--- config.mk ---
export PLATFORM = sky130hd
export DESIGN_NAME = uart_rx_fifo
export DESIGN_NICKNAME = d
export VERILOG_FILES = /design/src/rtl/uart_pkg.sv /design/src/rtl/uart_fifo_mem.sv /design/src/rtl/uart_rx_fifo.sv
export SDC_FILE = /design/constraint.sdc
export NUM_CORES = 1
export LEC_CHECK = 0
export ABC_AREA = 1
export BUFFER_PORTS_ARGS = -buffer_cell sky130_fd_sc_hd__buf_2
export CELL_PAD_IN_SITES_DETAIL_PLACEMENT = 2
export CELL_PAD_IN_SITES_GLOBAL_PLACEMENT = 2
export CORE_UTILIZATION = 40
export CTS_BUF_LIST = sky130_fd_sc_hd__clkbuf_16
export CTS_CLUSTER_DIAMETER = 60
export DETAILED_ROUTE_END_ITERATION = 12
export PLACE_DENSITY_LB_ADDON = 0.2
export SYNTH_ARGS = -nofsm -noshare
export SYNTH_HDL_FRONTEND = slang
export SYNTH_HIERARCHICAL = 1
export SYNTH_SLANG_ARGS = --single-unit
--- constraint.sdc ---
create_clock -name clk -period 2.35 [get_ports clk]
set_input_delay 0.5875 -clock clk [delete_from_list [all_inputs] [get_ports clk]]
set_output_delay 0.5875 -clock clk [all_outputs]
set_load 0.02 [all_outputs]
--- src/rtl/uart_pkg.sv ---
// Shared constants for the UART receive path: byte width and default
// receive-FIFO geometry.
package uart_pkg;

  localparam int DATA_W        = 8;
  localparam int RX_FIFO_DEPTH = 16;
  localparam int RX_FIFO_AW    = 4;

endpackage : uart_pkg

--- src/rtl/uart_fifo_mem.sv ---
// DEPTH x DATA_W register array: one synchronous write port and one
// combinational read port, used as first-word fall-through storage.
module uart_fifo_mem #(
  parameter int DEPTH  = uart_pkg::RX_FIFO_DEPTH,
  parameter int ADDR_W = uart_pkg::RX_FIFO_AW,
  parameter int DATA_W = uart_pkg::DATA_W
) (
  input  logic              i_clk,
  input  logic              i_we,
  input  logic [ADDR_W-1:0] i_waddr,
  input  logic [DATA_W-1:0] i_wdata,
  input  logic [ADDR_W-1:0] i_raddr,
  output logic [DATA_W-1:0] o_rdata
);

  logic [DATA_W-1:0] r_mem [DEPTH];

  // NOTE: storage has no reset; occupancy is tracked by the pointers and
  // count, so stale contents are never presented as valid.
  always_ff @(posedge i_clk) begin
    if (i_we) begin
      r_mem[i_waddr] <= i_wdata;
    end
  end

  assign o_rdata = r_mem[i_raddr];

endmodule : uart_fifo_mem

--- src/rtl/uart_rx_fifo.sv ---
// Byte FIFO behind the UART receiver: captures bytes on the receiver strobe,
// presents them in order with valid/ready, and flags bytes lost while full.
module uart_rx_fifo #(
  parameter int DEPTH  = uart_pkg::RX_FIFO_DEPTH,
  parameter int ADDR_W = uart_pkg::RX_FIFO_AW,
  parameter int DATA_W = uart_pkg::DATA_W
) (
  input  logic              clk,
  input  logic              rst,
  input  logic [DATA_W-1:0] wr_data,
  input  logic              wr_stb,
  output logic [DATA_W-1:0] rd_data,
  output logic              rd_valid,
  input  logic              rd_ready,
  output logic [ADDR_W:0]   count,
  output logic              full,
  output logic              empty,
  output logic              overflow,
  input  logic              ovf_clr
);

  localparam logic [ADDR_W:0] C_DEPTH = (ADDR_W + 1)'(DEPTH);

  logic [ADDR_W-1:0] r_wr_ptr;
  logic [ADDR_W-1:0] r_rd_ptr;
  logic [ADDR_W:0]   r_count;
  logic              r_overflow;

  logic w_full;
  logic w_empty;
  logic w_push;
  logic w_pop;
  logic w_drop;

  assign w_full  = (r_count == C_DEPTH);
  assign w_empty = (r_count == '0);

  // A pop frees a slot in the same edge, so a full buffer still accepts a
  // write when the consumer is reading.
  assign w_pop  = !w_empty && rd_ready;
  assign w_push = wr_stb && (!w_full || w_pop);
  assign w_drop = wr_stb && !w_push;

  // NOTE: sequential state uses non-blocking assignments so every register
  // sees pre-edge values regardless of statement order.
  always_ff @(posedge clk or posedge rst) begin
    if (rst) begin
      r_wr_ptr   <= '0;
      r_rd_ptr   <= '0;
      r_count    <= '0;
      r_overflow <= 1'b0;
    end else begin
      if (w_push) begin
        r_wr_ptr <= r_wr_ptr + ADDR_W'(1);
      end
      if (w_pop) begin
        r_rd_ptr <= r_rd_ptr + ADDR_W'(1);
      end
      if (w_push && !w_pop) begin
        r_count <= r_count + (ADDR_W + 1)'(1);
      end else if (w_pop && !w_push) begin
        r_count <= r_count - (ADDR_W + 1)'(1);
      end
      // A fresh drop takes priority over a clear in the same cycle.
      if (w_drop) begin
        r_overflow <= 1'b1;
      end else if (ovf_clr) begin
        r_overflow <= 1'b0;
      end
    end
  end

  uart_fifo_mem #(
    .DEPTH  (DEPTH),
    .ADDR_W (ADDR_W),
    .DATA_W (DATA_W)
  ) u_mem (
    .i_clk   (clk),
    .i_we    (w_push),
    .i_waddr (r_wr_ptr),
    .i_wdata (wr_data),
    .i_raddr (r_rd_ptr),
    .o_rdata (rd_data)
  );

  assign count    = r_count;
  assign full     = w_full;
  assign empty    = w_empty;
  assign rd_valid = !w_empty;
  assign overflow = r_overflow;

endmodule : uart_rx_fifo
### Yosys cells after proc, flatten, opt, wreduce, memory -nomap -nowiden

Memories as Yosys holds them, arrays and structs flattened.
Cells that the tools add are included.

* bits in latches: 0
* word-level logic and storage cells: 29
* bits in writable memories: 128
* memories kept: 1
* bits of input ports: 13
* register bits: 14
* output and inout port bits: 17
* memory bits (read-only): 0

* multiply operators: 0
* magnitude comparators: 0
* add/sub/neg operators: 4
* equal/unequal tests: 1
* reductions and logical operators: 13
* shift operators: 0
* div/mod/pow operators: 0
* bitwise logic cells: 0
* mux-type cells: 6

Memory list
* u_mem.r_mem: words 16, bits a word 8, read ports 1, clocked after Yosys merged registers in 0, wr ports 1, line uart_fifo_mem.sv:16 `logic [DATA_W-1:0] r_mem [DEPTH];`

Operators by type and width (count)
* $mux W5: 2
* $add A4 B1 Y4 const B: 2
* $add A5 B1 Y5 const B: 1
* $eq A5 B5 Y1 const B: 1
* $logic_and A1 B1 Y1: 5
* $logic_not A5 Y1: 1
* $sub A5 B1 Y5 const B: 1
* $logic_not A1 Y1: 4
* $mux W1: 4
* $reduce_bool A2 Y1: 2
* $logic_or A1 B1 Y1: 1

### Depth between registers and ports, before layout

* depth after elaboration: 9
* gate-level depth with buffers: 14
* mapped depth without buffers: 14

### By module

Netlist, hierarchy kept.

Modules (own cells, without submodules)
* uart_fifo_mem: times used 1, cells each 543, area an instance 5606.6 µm², sequential area each 3843.7 µm²
* uart_rx_fifo: times used 1, cells each 104, area an instance 850.8 µm², sequential area each 350.3 µm²

### Least setup slack after synthesis

OpenSTA, ideal clock, no wires.

* path kind: register to register
* from: register r_count[0], in the netlist count[0]
* to: register r_count[3], in the netlist count[3]
* setup time: 0.117 ns
* buffers on the path: 0
* arrival: 2.098 ns
* required time: 2.233 ns
* cell stages (with the launch flop): 12
* path slack: 0.134 ns
* period minus slack after synthesis: 2.216 ns
* cell sequence: dfrtp_1 -> nor2_2 -> nand4_2 -> nand2_2 -> inv_1 -> ha_1 -> inv_1 -> ha_1 -> a21oi_1 -> nand3b_1 -> nand3_1 -> nand2_1

* longest elaborated chain between the ends: 8
* elaborated cells between the ends (all ways): 16
* classes of those cells: add/sub (2); eq/ne (1); mux (2); reduce/logical (11)

Ends and longest elaborated chain
* start: declaration: line uart_rx_fifo.sv:26 `logic [ADDR_W:0] r_count;`
* start signal: assignment: line uart_rx_fifo.sv:60 `r_count <= r_count + (ADDR_W + 1)'(1);`
* start signal: assignment: line uart_rx_fifo.sv:62 `r_count <= r_count - (ADDR_W + 1)'(1);`
* $logic_not A5 Y1: line uart_rx_fifo.sv:36 `assign w_empty = (r_count == '0);`
* $logic_not A1 Y1: line uart_rx_fifo.sv:40 `assign w_pop = !w_empty && rd_ready;`
* $logic_and A1 B1 Y1: line uart_rx_fifo.sv:40
* $logic_or A1 B1 Y1 (*): line uart_rx_fifo.sv:41 `assign w_push = wr_stb && (!w_full || w_pop);`
* $logic_and A1 B1 Y1 (*): line uart_rx_fifo.sv:41
* named net w_push: line uart_rx_fifo.sv:31 `logic w_push;`
* $logic_not A1 Y1: line uart_rx_fifo.sv:61 `end else if (w_pop && !w_push) begin`
* $logic_and A1 B1 Y1: line uart_rx_fifo.sv:61
* $reduce_bool A2 Y1 (no line)

Mark *: on every way through the listed nets, which the timed path passes. The rest lies on a longest branch. The select of a mux whose other input is x is not followed.
A chain may end at the register's enable or synchronous reset.

### Worst setup path after layout

* from: register r_rd_ptr[0]
* to: output rd_data[3]

* longest elaborated chain between the ends: 1

Ends and longest elaborated chain
* start: declaration: line uart_rx_fifo.sv:25 `logic [ADDR_W-1:0] r_rd_ptr;`
* start signal: assignment: line uart_rx_fifo.sv:57 `r_rd_ptr <= r_rd_ptr + ADDR_W'(1);`
* $mem_v2 Z16 W8
* end: declaration: line uart_rx_fifo.sv:12 `output logic [DATA_W-1:0] rd_data,`

No other way between the ends.

==> impl_metrics.prom <==
# TYPE chip_impl_metric gauge
chip_impl_info{name="dominant_combinational_cell_family_by_area_after_synthesis",value="simple AND/OR/NAND/NOR gates"} 1
chip_impl_metric{name="clk-insertion-delay-late",unit="ps"} 440
chip_impl_info{name="postSynth.topFlopCell",value="edfxtp_1"} 1
chip_impl_metric{name="die_area",unit="µm²"} 16700
chip_impl_info{name="rsz0062_at_grt",value="true"} 1
chip_impl_metric{name="multiInputGateArea",unit="µm²"} 2300
chip_impl_metric{name="fmaxAchievable",unit="MHz"} 389
chip_impl_metric{name="vias",unit=""} 5250
chip_impl_metric{name="slew_headroom",unit="%"} 57.6
chip_impl_metric{name="post-route-util",unit="%"} 54.6
chip_impl_metric{name="fill_cells",unit=""} 1550
chip_impl_info{name="cell_with_the_most_instances_after_synthesis",value="nand2_1"} 1
chip_impl_metric{name="post_route_cells_drive_above_1_share",unit="%"} 34.2
chip_impl_metric{name="clock_sinks",unit=""} 142
chip_impl_metric{name="finalMaxSlewViolations",unit=""} 0
chip_impl_metric{name="gr-total-overflow",unit=""} 0
chip_impl_metric{name="sequential_fraction_of_the_synthesis_area",unit="%"} 64.9
chip_impl_metric{name="cts_made_buffers",unit=""} 17
chip_impl_metric{name="largest_net_degree_at_the_start_of_global_routing",unit=""} 35
chip_impl_metric{name="critPathArrivalTime",unit="ps"} 1980
chip_impl_metric{name="cts.hold.buffers_added",unit=""} 0
chip_impl_metric{name="io_buffers",unit=""} 29
chip_impl_metric{name="finalClockSkew",unit="ps"} 9.58
chip_impl_info{name="timing_worst_setup_path_type",value="reg -> out"} 1
chip_impl_metric{name="vdd_drop_max",unit="µV"} 721
chip_impl_metric{name="synthesis.yosys.warnings",unit=""} 6
chip_impl_info{name="run_status",value="finished, violations left"} 1
chip_impl_metric{name="power.density",unit="nW/µm²"} 1390
chip_impl_metric{name="layout.area.seq",unit="µm²"} 4200
chip_impl_metric{name="design_power_total",unit="mW"} 12.0
chip_impl_metric{name="dp_hpwl",unit="mm"} 12.5
chip_impl_metric{name="detail_route.wirelength",unit="mm"} 27.3
chip_impl_metric{name="routed_wire_length_per_instance",unit="µm"} 28.7
chip_impl_metric{name="setup_slack",unit="ps"} -219
chip_impl_metric{name="initial_utilization",unit="%"} 40.8
chip_impl_metric{name="std_cell_rows",unit=""} 46
chip_impl_metric{name="worst-r2r-cell-count",unit=""} 12
chip_impl_metric{name="clk_path_buf_depth",unit=""} 2
chip_impl_metric{name="min_period",unit="ps"} 2570
chip_impl_metric{name="first_iter_violations",unit=""} 381
chip_impl_metric{name="detail_route.drc_violations",unit=""} 0
chip_impl_metric{name="mappedNetlistNets",unit=""} 667
chip_impl_info{name="violations_in_the_final_reports",value="setup timing"} 1
chip_impl_metric{name="synth.lib_cells_used.distinct",unit=""} 27
chip_impl_metric{name="diodes",unit=""} 0
chip_impl_info{name="endpoint_kind",value="primary output"} 1
chip_impl_info{name="cts_tree",value="done"} 1
chip_impl_info{name="worst_hold_path_type",value="in -> async"} 1
chip_impl_metric{name="synth-compound-area-share",unit="%"} 0.407
chip_impl_metric{name="clock_tree.htree_level_count",unit=""} 4
chip_impl_metric{name="syn-instance-count",unit=""} 647
chip_impl_info{name="crit-reg2reg-capture",value="count[4]$_DFFE_PP0P_"} 1
chip_impl_metric{name="cap_viol_max_count",unit=""} 0
chip_impl_metric{name="route.antenna.remaining_nets",unit=""} 0
chip_impl_info{name="yosys.area.top_type",value="edfxtp_1"} 1
chip_impl_metric{name="netlist_area",unit="µm²"} 6460
chip_impl_metric{name="grt_use_total",unit="%"} 29.6
chip_impl_metric{name="yosys.area_share.adder",unit="%"} 1.47
chip_impl_metric{name="worst_pin_slew",unit="ps"} 635
chip_impl_info{name="synth_common_cells",value="nand2_1, edfxtp_1, inv_1"} 1
chip_impl_metric{name="area_growth_from_synthesis_to_layout",unit="%"} 33.8
chip_impl_metric{name="syn-mean-instance-area",unit="µm²"} 9.98
chip_impl_metric{name="cellLeakagePower",unit="nW"} 3.82
chip_impl_info{name="clockRootBuffer",value="clkbuf_16"} 1
chip_impl_metric{name="xor_and_xnor_fraction_of_the_mapped_netlist_area",unit="%"} 0.949
chip_impl_metric{name="synth-simple-area-share",unit="%"} 22.9
chip_impl_metric{name="setup_viol_count_final",unit=""} 8
chip_impl_metric{name="post_drt_via_cell_ratio",unit=""} 5.54
chip_impl_metric{name="die-width",unit="µm"} 129
chip_impl_metric{name="critical_path.max_fanout",unit=""} 9
chip_impl_info{name="critical_path.startpoint_type",value="register"} 1
chip_impl_metric{name="setup.reg_to_reg.worst_slack",unit="ps"} 200
chip_impl_metric{name="report.final.hold_viol_count",unit=""} 0
chip_impl_metric{name="path_clk_slew",unit="ps"} 60
chip_impl_metric{name="ys_seq_elements",unit=""} 142
chip_impl_metric{name="place_worst_setup_slack",unit="ps"} -71.9
chip_impl_metric{name="floorplan.core_area",unit="µm²"} 15800
chip_impl_metric{name="grt_first_pass_wirelength",unit="mm"} 34.2
chip_impl_metric{name="synth_largest_type_area_fraction",unit="%"} 59.5
chip_impl_metric{name="fp.dieH",unit="µm"} 129
chip_impl_metric{name="design.final.nets",unit=""} 739
chip_impl_metric{name="design.portCount",unit=""} 30
chip_impl_info{name="synthTopCellsByArea",value="edfxtp_1, nand2_1, nand3_1, inv_1, dfrtp_1"} 1
chip_impl_metric{name="timing.setup.tns",unit="ps"} -1110
chip_impl_metric{name="finish.cell_count_without_fillers",unit=""} 948
chip_impl_metric{name="routabilityCongestion",unit=""} 0.750
chip_impl_metric{name="synth.mux.area_fraction",unit="%"} 0
chip_impl_metric{name="dr.pass1.iters",unit=""} 4
chip_impl_info{name="r2r_start",value="count[1]$_DFFE_PP0P_"} 1
chip_impl_metric{name="synth_enable_flop_cells",unit=""} 128
chip_impl_metric{name="min_period_over_period",unit="%"} 109
chip_impl_metric{name="required",unit="ps"} 1760
chip_impl_metric{name="antenna_violations_before_repair",unit=""} 0
chip_impl_metric{name="asyncSetResetFlopFracSynth",unit="%"} 9.86
chip_impl_metric{name="place_inst",unit=""} 897
chip_impl_metric{name="grt_pass1_vias",unit=""} 5589
==> how the worst max path moves through the flow <==
stage                            start              endpoint  slack (ps)  depth (start not counted)
3_3_place_gp                  rd_ready  count[3]$_DFFE_PP0P_          90                         12
4_1_cts        r_rd_ptr[0]$_DFFE_PP0P_            rd_data[2]        -130                          9
2_1_floorplan     count[0]$_DFFE_PP0P_  count[3]$_DFFE_PP0P_         130                         11
5_1_grt        r_rd_ptr[0]$_DFFE_PP0P_            rd_data[3]        -230                          9
6_report       r_rd_ptr[0]$_DFFE_PP0P_            rd_data[3]        -220                          9
3_5_place_dp                  rd_ready  count[3]$_DFFE_PP0P_         -70                         12
==> repair_timing <==
action	CTS	global route
pin swaps	1	37
setup endpoints to repair	8	10
setup buffers	5	3
gates cloned	5	8
gates resized for setup	49	140
==> logic make-up after synthesis <==
family | Yosys count
DFF | 142
and+or+nand+nor | 346
buffers and inverters | 140
AOI/OAI and AO/OA | 5
adders and majority gates | 7
xor gates and xnor gates | 7
==> report_power, final <==
group,switching (mW),internal (mW),total [mW]
clock,1.14,1.64,2.78
combinational,3.73,2.24,5.97
sequential,0.238,3.04,3.28
==> area by class of cell <==
class,count,area share [%]
flip-flops and latches,142,48.6
multi-input cells,365,26.6
repair buffers,78,9.95
inverters,115,5.08
clock buffers,17,4.92
well taps,216,3.13
clock inverters,15,1.78
==> through the flow <==
step	cell area, µm²	hold slack (ps)
4_1_cts	7920	254
3_3_place_gp	6970	525
3_5_place_dp	6970	538
6_report	8640	220
2_1_floorplan	6460	477
5_1_grt	8640	276
==> critical path: stages, from the launching register on <==
cell and delay, ps:
dfrtp_2 420, buf_6 180, buf_12 160, nand2_1 100
nand2_1 110, nand2_1 80, nand3_2 100, nand3_2 130
nand2_2 130, buf_6 130
==> per-layer routing <==
metal,GRT usage (%),vias up,routed length [µm]
met5,0,-,0
met4,15.4,0,1420
met3,4.91,91,1150
met2,51.7,187,13900
met1,35.2,2731,10800
li1,-,2241,-
==> flip-flops by register name, summed over array words and instances (netlist names) <==
register / cells
count: 5
overflow: 1
r_rd_ptr: 4
r_wr_ptr: 4
u_mem/r_mem: 128
==> cells in the final DEF (no fill, tap or decap), drive strengths merged <==
cell type | synthesis | layout
buf | 24 | 71
bufinv | 0 | 3
nand2 | 211 | 211
ha | 6 | 6
clkinv | 0 | 9
o21ai | 2 | 2
clkbuf | 1 | 24
edfxtp | 128 | 128
xnor2 | 5 | 5
inv | 115 | 115
nand4 | 2 | 2
clkinvlp | 0 | 3
nor2 | 22 | 22
nand3 | 107 | 107
fa | 1 | 1
xor2 | 2 | 2
dfrtp | 14 | 14
o22ai | 1 | 1
nand3b | 4 | 4
a21oi | 2 | 2
Power figures use the tool's default switching activity.
